[src/rtl/seq_detect_param.sv]
// -----------------------------------------------------------------------------
// seq_detect_param
//
// Serial pattern detector with a run-time programmable LEN-bit pattern. A
// Mealy match pulse (dataout) is raised in the same cycle as the final bit of
// the pattern. Overlapping or non-overlapping detection is selected each cycle
// by overlap_en. The block also keeps a saturating count of matches.
//
// Stream qualification: datain is consumed on a rising clock edge only when
// datain_valid is high. There is no back-pressure, so every valid bit is
// accepted. Cycles with datain_valid low are invisible to the detector: no
// shift, no fill change, no match.
//
// Parameters
//   LEN             pattern length in bits (2..32)
//   DEFAULT_PATTERN pattern loaded at reset; the first-received bit is the MSB
//   CNT_W           width of the match counter
//
// Ports
//   clock         system clock, all state on the rising edge
//   reset         synchronous, active-high reset
//   datain        serial data bit
//   datain_valid  qualifies datain
//   overlap_en    1 = a suffix of a match may begin the next match
//   pattern_in    new pattern value
//   pattern_load  load pattern_in; discards the bit presented in that cycle
//   dataout       Mealy match pulse (combinational from the current bit)
//   match_count   saturating match count
//   fill_level    number of valid history bits held (debug view of state)
// -----------------------------------------------------------------------------
module seq_detect_param #(
  parameter int             LEN             = 5,
  parameter logic [LEN-1:0] DEFAULT_PATTERN = 5'b11101,
  parameter int             CNT_W           = 16
) (
  input  logic                   clock,
  input  logic                   reset,
  input  logic                   datain,
  input  logic                   datain_valid,
  input  logic                   overlap_en,
  input  logic [LEN-1:0]         pattern_in,
  input  logic                   pattern_load,
  output logic                   dataout,
  output logic [CNT_W-1:0]       match_count,
  output logic [$clog2(LEN):0]   fill_level
);

  localparam int FILL_W = $clog2(LEN) + 1;

  // fill saturates here: the history holds LEN-1 bits, the LEN-th bit is
  // the live datain.
  localparam logic [FILL_W-1:0] FILL_FULL = FILL_W'(LEN - 1);

  logic [LEN-1:0]    pattern_q;
  logic [LEN-2:0]    history_q;
  logic [FILL_W-1:0] fill_q;
  logic [CNT_W-1:0]  count_q;

  logic [LEN-1:0]    window;
  logic              match;

  // The compare window is the stored history plus the bit being presented,
  // which is what gives zero-latency detection on the final bit.
  always_comb begin
    window = {history_q, datain};
    match  = datain_valid && !reset && !pattern_load &&
             (fill_q == FILL_FULL) && (window == pattern_q);
  end

  always_ff @(posedge clock) begin
    if (reset) begin
      pattern_q <= DEFAULT_PATTERN;
      history_q <= '0;
      fill_q    <= '0;
      count_q   <= '0;
    end else if (pattern_load) begin
      // The bit presented with the load is dropped; the count survives.
      pattern_q <= pattern_in;
      history_q <= '0;
      fill_q    <= '0;
    end else if (datain_valid) begin
      history_q <= window[LEN-2:0];

      // Non-overlap restarts the fill so the next match needs LEN fresh
      // bits; the stale history is harmless because fill gates the compare.
      if (match && !overlap_en) begin
        fill_q <= '0;
      end else if (fill_q != FILL_FULL) begin
        fill_q <= fill_q + 1'b1;
      end

      if (match && (count_q != '1)) begin
        count_q <= count_q + 1'b1;
      end
    end
  end

  assign dataout     = match;
  assign match_count = count_q;
  assign fill_level  = fill_q;

endmodule

[config.mk]
export PLATFORM = sky130hd
export DESIGN_NAME = seq_detect_param
export DESIGN_NICKNAME = d
export VERILOG_FILES = /design/src/rtl/seq_detect_param.sv
export SDC_FILE = /design/constraint.sdc
export NUM_CORES = 1
export LEC_CHECK = 0
export CORE_MARGIN = 3
export CORE_UTILIZATION = 49
export DETAILED_ROUTE_END_ITERATION = 10
export HOLD_SLACK_MARGIN = 0.05
export PLACE_DENSITY = 0.78
export RECOVER_POWER = 50
export SETUP_SLACK_MARGIN = 0.3
export SLEW_MARGIN = 20
export SYNTH_ARGS = -nofsm -noshare
export SYNTH_HDL_FRONTEND = slang
export SYNTH_SLANG_ARGS = --single-unit
[constraint.sdc]
create_clock -name clock -period 3 [get_ports clock]
set_clock_uncertainty 0.1 [all_clocks]
set_input_delay 0.6 -clock clock [delete_from_list [all_inputs] [get_ports clock]]
set_output_delay 0.6 -clock clock [all_outputs]
set_load 0.01 [all_outputs]
==> metrics.yaml, run 1 <==
clocking:
  cts_tree: "done"
  clock_latency_ns: 0.33
  path_clk_slew_ns: 0.09
  clock_path_buffers: 2
  hold_buffers: 0
  cts.sinks: 29
  cts_buffers: 5
  htree_levels: 2
  clock-root-buffer: "clkbuf_4"
min_path:
  hold_depth: 2
  worstHoldEndpoint: "match_count[9]$_SDFFE_PP0P_"
  hp-start: "match_count[9]$_SDFFE_PP0P_"
  hold_class: "reg2reg"
timing:
  slew_violations: 0
  grt_setup_unrepaired: "true"
  fmax_ghz: 0.361
  finalSetupViolations: 0
  hold_slack_ns: 0.397
  finalCritPeriodShare_pct: 92.3
  hold_viol: 0
  worst_pin_slew_ns: 0.467
  fin_crit_ns: 2.77
  slew_headroom_pct: 68.9
setup_path:
  cp_max_fo: 4
  arrival_ns: 2.07
  required_ns: 2.30
  critPathLaunchType: "input pin"
  r2r_end: "match_count[11]$_SDFFE_PP0P_"
  endpoint_kind: "output pin"
  r2r-start: "fill_level[0]$_SDFFE_PP0P_"
  criticalPathCategory: "in2out"
  r2r_cells: 6
  ff2ff_setup_slack_ns: 0.50
floorplan:
  dieHeight_microns: 60.4
  die_width_microns: 60.4
  core_area_sq_mm: 0.00278
  start_util_pct: 52.1
  rows: 19
  io_pins: 32
  die_area_sq_mm: 0.00365
pwr:
  p_per_area_mw_per_mm2: 409
  p_leak_uw: 0.000760
  ir_worst_vdd_v: 0.000560
global_route:
  grt_pass1_wl_microns: 5310
  grt_use_total_pct: 19.5
  grt-ovfl-total: 0
  grt_max_degree: 27
  antenna_found_initial: 0
  first_global_vias: 1287
logic_synthesis:
  ys_types: 36
  synth_edf_count: 0
  synth_area_sq_mm: 0.00145
  synth_warnings: 0
  syn_nets: 181
  synthArstFlopShare_pct: 0
  syn_area_per_cell_sq_um: 8.68
  synth-seq-area-share_pct: 40.0
  syn-instance-count: 167
  ys_seq_elements: 29
  synth_ff_type: "dfxtp_1"
layout:
  final_area_sq_mm: 0.00193
  final_cell_mix: "dfxtp_1 (29), nor2_1 (17), dlygate4sd3_1 (16)"
  drive_gt1_share_pct: 13.6
  final_common_cell: "dfxtp_1"
  synthToLayoutAreaGrowth_pct: 32.9
  insertedDiodeCount: 0
  nets: 219
drt:
  drt_first_pass_iters: 4
  ant_nets: 0
  via_per_inst: 5.89
  finalWirelength_microns: 3370
  wl_per_cell_microns: 14.2
  vias: 1395
  drt_iter0_drc: 58
  drcViolationCount: 0
placed_design:
  finalWeightedCongestion: 0.802
  dpl_cell_area_sq_mm: 0.00180
  dp_hpwl_microns: 2460
  portBuffers: 31
run:
  cap_violations: 0
outcome:
  outcome: "finished clean"
## flip-flops by register name (all words and copies together) (netlist names)
name,flops
pattern_q,5
fill_level,4
history_q,4
match_count,16
## area by class of cell
class                   instances  area (sq um)
fillers                       243           855
multi-input cells             122           812
flip-flops and latches         29           581
repair buffers                 41           388
clock buffers                   7          55.1
well taps                      31          38.8
clock inverters                 1          30.0
inverters                       6          22.5
## through the flow
step	setup WS (ns)	std cells	util [%]	total power (uW)	TNS, ns
floorplan	0.487	167	-	437	0
global placement	-0.0738	227	64.7	458	-0.0738
detailed placement	-0.0872	227	64.7	460	-0.107
CTS	0.294	236	68.3	792	0
global route	0.181	237	69.3	817	0
finish	0.232	237	69.3	788	0
## layer usage
| metal | share of wire (%) | track usage, % |
|---|---|---|
| met2 | 52 | 34.6 |
| met4 | 1.3 | 8.23 |
| met3 | 5.9 | 6.81 |
| met5 | 0 | 0 |
| met1 | 41 | 20.9 |
## worst max-delay path: stages
cell           delay (ns)
dlygate4sd3_1        0.56
or3b_4               0.41
nor4_4               0.24
buf_4                0.15
buf_6                0.09
## timing repair
item                                    in CTS  in global routing
setup buffers                                1                  1
pin swaps                                    0                  4
endpoints found under the setup margin       1                  6
resized for setup                            4                  7
endpoints found under the hold margin        0                  0
## cells by family (layout without fill, tap and decap cells)
family          after synthesis  count (layout)  synth area share (%)
compound gates               32              32                  14.4
xor+xnor                      6               6                  3.62
fa+ha+maj                     3               3                  2.59
buf+inv                      16              55                  5.61
flops                        29              29                  40.0
mux                           9               9                  6.47
simple gates                 72              72                  27.3
## worst max path at each step
stage | start | endpoint | slack [ns] | cells after the start
2_1_floorplan | reset | match_count[2]$_SDFFE_PP0P_ | 0.49 | 8
3_3_place_gp | datain_valid | dataout | -0.07 | 5
3_5_place_dp | datain_valid | dataout | -0.09 | 5
4_1_cts | datain_valid | dataout | 0.29 | 5
5_1_grt | pattern_load | dataout | 0.18 | 5
6_report | pattern_load | dataout | 0.23 | 5
## synth_stat cells (3+ instances only)
master / n / share of area, %
a211o_1: 4 / 2.4
o21ai_0: 6 / 2.1
nor4_1: 5 / 2.2
nor2b_1: 8 / 3.5
nand4_1: 4 / 1.7
nand2_1: 8 / 2.1
o31ai_1: 5 / 2.6
nor2_1: 17 / 4.4
xnor2_1: 5 / 3.0
ha_1: 3 / 2.6
inv_1: 6 / 1.6
dfxtp_1: 29 / 40
or4_1: 6 / 3.1
mux2i_1: 6 / 4.1
mux2_2: 3 / 2.3
a21oi_1: 11 / 3.8
clkbuf_1: 4 / 1.0
or3_1: 5 / 2.2
nand3_1: 9 / 3.1
## report_power, final
part           total [uW]  leakage [uW]  switching, uW  internal [uW]
clock network         336     0.0000455            138            199
registers             396      0.000235           4.75            391
logic                56.0      0.000479           26.7           29.3
Note: power is estimated with default switching activity, not from simulation.
==> run 2: changes to the inputs <==
- CORE_MARGIN: 3 -> unset
- CORE_UTILIZATION: 49 -> 40
- PLACE_DENSITY: 0.78 -> 0.66
==> run 2 against run 1 <==
Effect of this change: design area decreased by 0.39%; sequential power about the same; combinational power decreased by 3.6%; critical path depth unchanged; cell count increased by 7.6%; largest cell class unchanged.
==> metrics.yaml, run 2 (synthesis results as in run 1) <==
floorplan:
  start_util_pct: 42.5  # was 52.1%
  die_area_sq_mm: 0.00387  # was 0.00365 sq mm
  rows: 21  # was 19
  dieHeight_microns: 62.2  # was 60.4 microns
  die_width_microns: 62.2  # was 60.4 microns
  io_pins: 32  # unchanged
  core_area_sq_mm: 0.00342  # was 0.00278 sq mm
timing:
  worst_pin_slew_ns: 0.447  # was 0.467 ns
  fin_crit_ns: 2.65  # was 2.77 ns
  fmax_ghz: 0.377  # was 0.361 GHz
  slew_headroom_pct: 70.2  # was 68.9%
  slew_violations: 0  # unchanged
  setup_tns_ns: 0  # unchanged
  finalCritPeriodShare_pct: 88.5  # was 92.3%
  hold_viol: 0  # unchanged
  finalSetupViolations: 0  # unchanged
  grt_setup_unrepaired: "false"  # was true
min_path:
  hold_class: "reg2reg"  # unchanged
  hp-start: "match_count[9]$_SDFFE_PP0P_"  # unchanged
  hold_depth: 2  # unchanged
clocking:
  htree_levels: 2  # unchanged
  cts_buffers: 5  # unchanged
  clock-root-buffer: "clkbuf_4"  # unchanged
  hold_buffers: 0  # unchanged
  clock_path_buffers: 2  # unchanged
  clock_latency_ns: 0.32  # was 0.33 ns
  cts_tree: "done"  # unchanged
  cts.sinks: 29  # unchanged
  path_clk_slew_ns: 0.09  # about the same
setup_path:
  cpPeakStageDelay_ns: 0.41  # was 0.56 ns
  endpoint_kind: "output pin"  # unchanged
  worst-path-buf-inv: 3  # unchanged
  r2r-start: "fill_level[0]$_SDFFE_PP0P_"  # unchanged
  arrival_ns: 1.95  # was 2.07 ns
  r2r_cells: 7  # was 6
  criticalPathCategory: "in2out"  # unchanged
  cpLargestDelayFamily: "simple AND/OR/NAND/NOR gates"  # was buffers and inverters
  worstSetupStartpoint: "pattern_load"  # unchanged
  required_ns: 2.30  # about the same
  cp_num_cells: 5  # unchanged
  critPathLaunchType: "input pin"  # unchanged
  slowest_stage: "or3b_1"  # was dlygate4sd3_1
  crit_chain: "dlygate4sd2_1 -> or3b_1 -> nor4_1 -> buf_4 -> clkdlybuf4s15_2"  # was dlygate4sd3_1 -> or3b_4 -> nor4_4 -> buf_4 -> buf_6
  cp_max_fo: 2  # was 4
placed_design:
  dp_hpwl_microns: 2400  # was 2460 microns
  finalWeightedCongestion: 0.794  # was 0.802
  dp_cells: 244  # was 227
  portBuffers: 31  # unchanged
pwr:
  ir_worst_vdd_v: 0.000214  # was 0.000560 V
  p_leak_uw: 0.000732  # was 0.000760 uW
  combPwrFrac_pct: 7.8  # was 7.1%
  p_per_area_mw_per_mm2: 360  # was 409 mW/mm^2
  p_seq_share_pct: 57.3  # was 50.2%
  swShare_pct: 23.3  # was 21.4%
  power_frac_clock_pct: 34.9  # was 42.7%
  power_uw: 691  # was 788 uW
  p_sw_uw: 161  # was 169 uW
  power.internal_uw: 530  # was 619 uW
drt:
  drcViolationCount: 0  # unchanged
  via_per_inst: 5.45  # was 5.89
  ant_nets: 0  # unchanged
  finalWirelength_microns: 3330  # was 3370 microns
  drt_iter0_drc: 81  # was 58
  wl_per_cell_microns: 13.1  # was 14.2 microns
  vias: 1390  # was 1,395
  drt_first_pass_iters: 4  # unchanged
layout:
  synthToLayoutAreaGrowth_pct: 32.4  # was 32.9%
  final_cells: 255  # was 237
  drive_gt1_share_pct: 13.4  # was 13.6%
  largest_reg_flops: 16  # unchanged
  regArea_sq_um: 581  # unchanged
  multi_input_area_sq_um: 792  # was 812 sq um
  nets: 223  # was 219
  insertedDiodeCount: 0  # unchanged
  final_cell_mix: "dfxtp_1 (29), nor2_1 (17), clkdlybuf4s50_1 (13), dlygate4sd3_1 (13), buf_4 (13)"  # was dfxtp_1 (29), nor2_1 (17), dlygate4sd3_1 (16)
  final_common_cell: "dfxtp_1"  # unchanged
  num-fill-cells: 334  # was 243
global_route:
  grt_pass1_wl_microns: 5600  # was 5310 microns
  grt-ovfl-total: 0  # unchanged
  grt_max_degree: 27  # unchanged
  antenna_found_initial: 0  # unchanged
  first_global_vias: 1248  # was 1,287
  grt_use_total_pct: 18.7  # was 19.5%
run:
  cap_violations: 0  # unchanged
outcome:
  outcome: "finished clean"  # unchanged
## run 2: path summary, 6_finish.rpt
| path | endpoint | slack (ns) |
|---|---|---|
| hold reg to reg | match_count[9]$_SDFFE_PP0P_ | 0.40 |
| setup / recovery | dataout | 0.35 |
| hold / removal | match_count[9]$_SDFFE_PP0P_ | 0.40 |
| setup reg to reg | match_count[9]$_SDFFE_PP0P_ | 0.61 |
## run 2: stage by stage
step / util, % / instance area (sq um) / hold WS (ns) / worst slack (ns)
after floorplan: - / 1450 / 0.382 / 0.487
after global placement: 53.7 / 1830 / 0.378 / -0.0877
after detailed placement: 53.7 / 1830 / 0.386 / -0.109
after CTS: 55.9 / 1910 / 0.400 / 0.291
after global routing: 56.2 / 1920 / 0.418 / 0.260
final: 56.2 / 1920 / 0.396 / 0.346
## run 2: final cells by class
cell class | instances | share of cell area, %
flip-flops and latches | 29 | 30.2
well taps | 46 | 3.00
multi-input cells | 122 | 41.3
inverters | 6 | 1.17
repair buffers | 45 | 21.4
clock buffers | 7 | 2.87
## run 2: what timing repair did
| item | in CTS | in global routing |
|---|---|---|
| resized for setup | 7 | 2 |
| gates cloned | 0 | 0 |
| pin swaps | 1 | 1 |
| endpoints found under the setup margin | 1 | 8 |
| setup buffers | 2 | 2 |
## run 2: power groups by stage
stage	logic [uW]	clock network (uW)	registers [uW]
2_1_floorplan	33.1	0	404
3_3_place_gp	53.8	0	404
3_5_place_dp	55.6	0	405
4_1_cts	55.8	250	396
5_1_grt	59.1	269	396
6_report	54.0	241	396
## run 2: worst min-delay path: cells and delay by family, from the launching register on
| kind | cells | cell delay, ns |
|---|---|---|
| AO/OA/AOI/OAI | 2 | 0.13 |
| flip-flops | 1 | 0.34 |
## run 2: per-layer routing
layer / GRT usage, % / vias up / routed length, microns
met2: 31.9 / 33 / 1620
met3: 6.62 / 7 / 132
li1: - / 687 / -
met1: 20.8 / 663 / 1510
met5: 0 / - / 0
met4: 8.72 / 0 / 68
==> run 3: changes to the inputs <==
- SKIP_LAST_GASP: unset -> 1
==> results of run 3 <==
No change in the layout: final DEF, timing and power equal those of run 2.
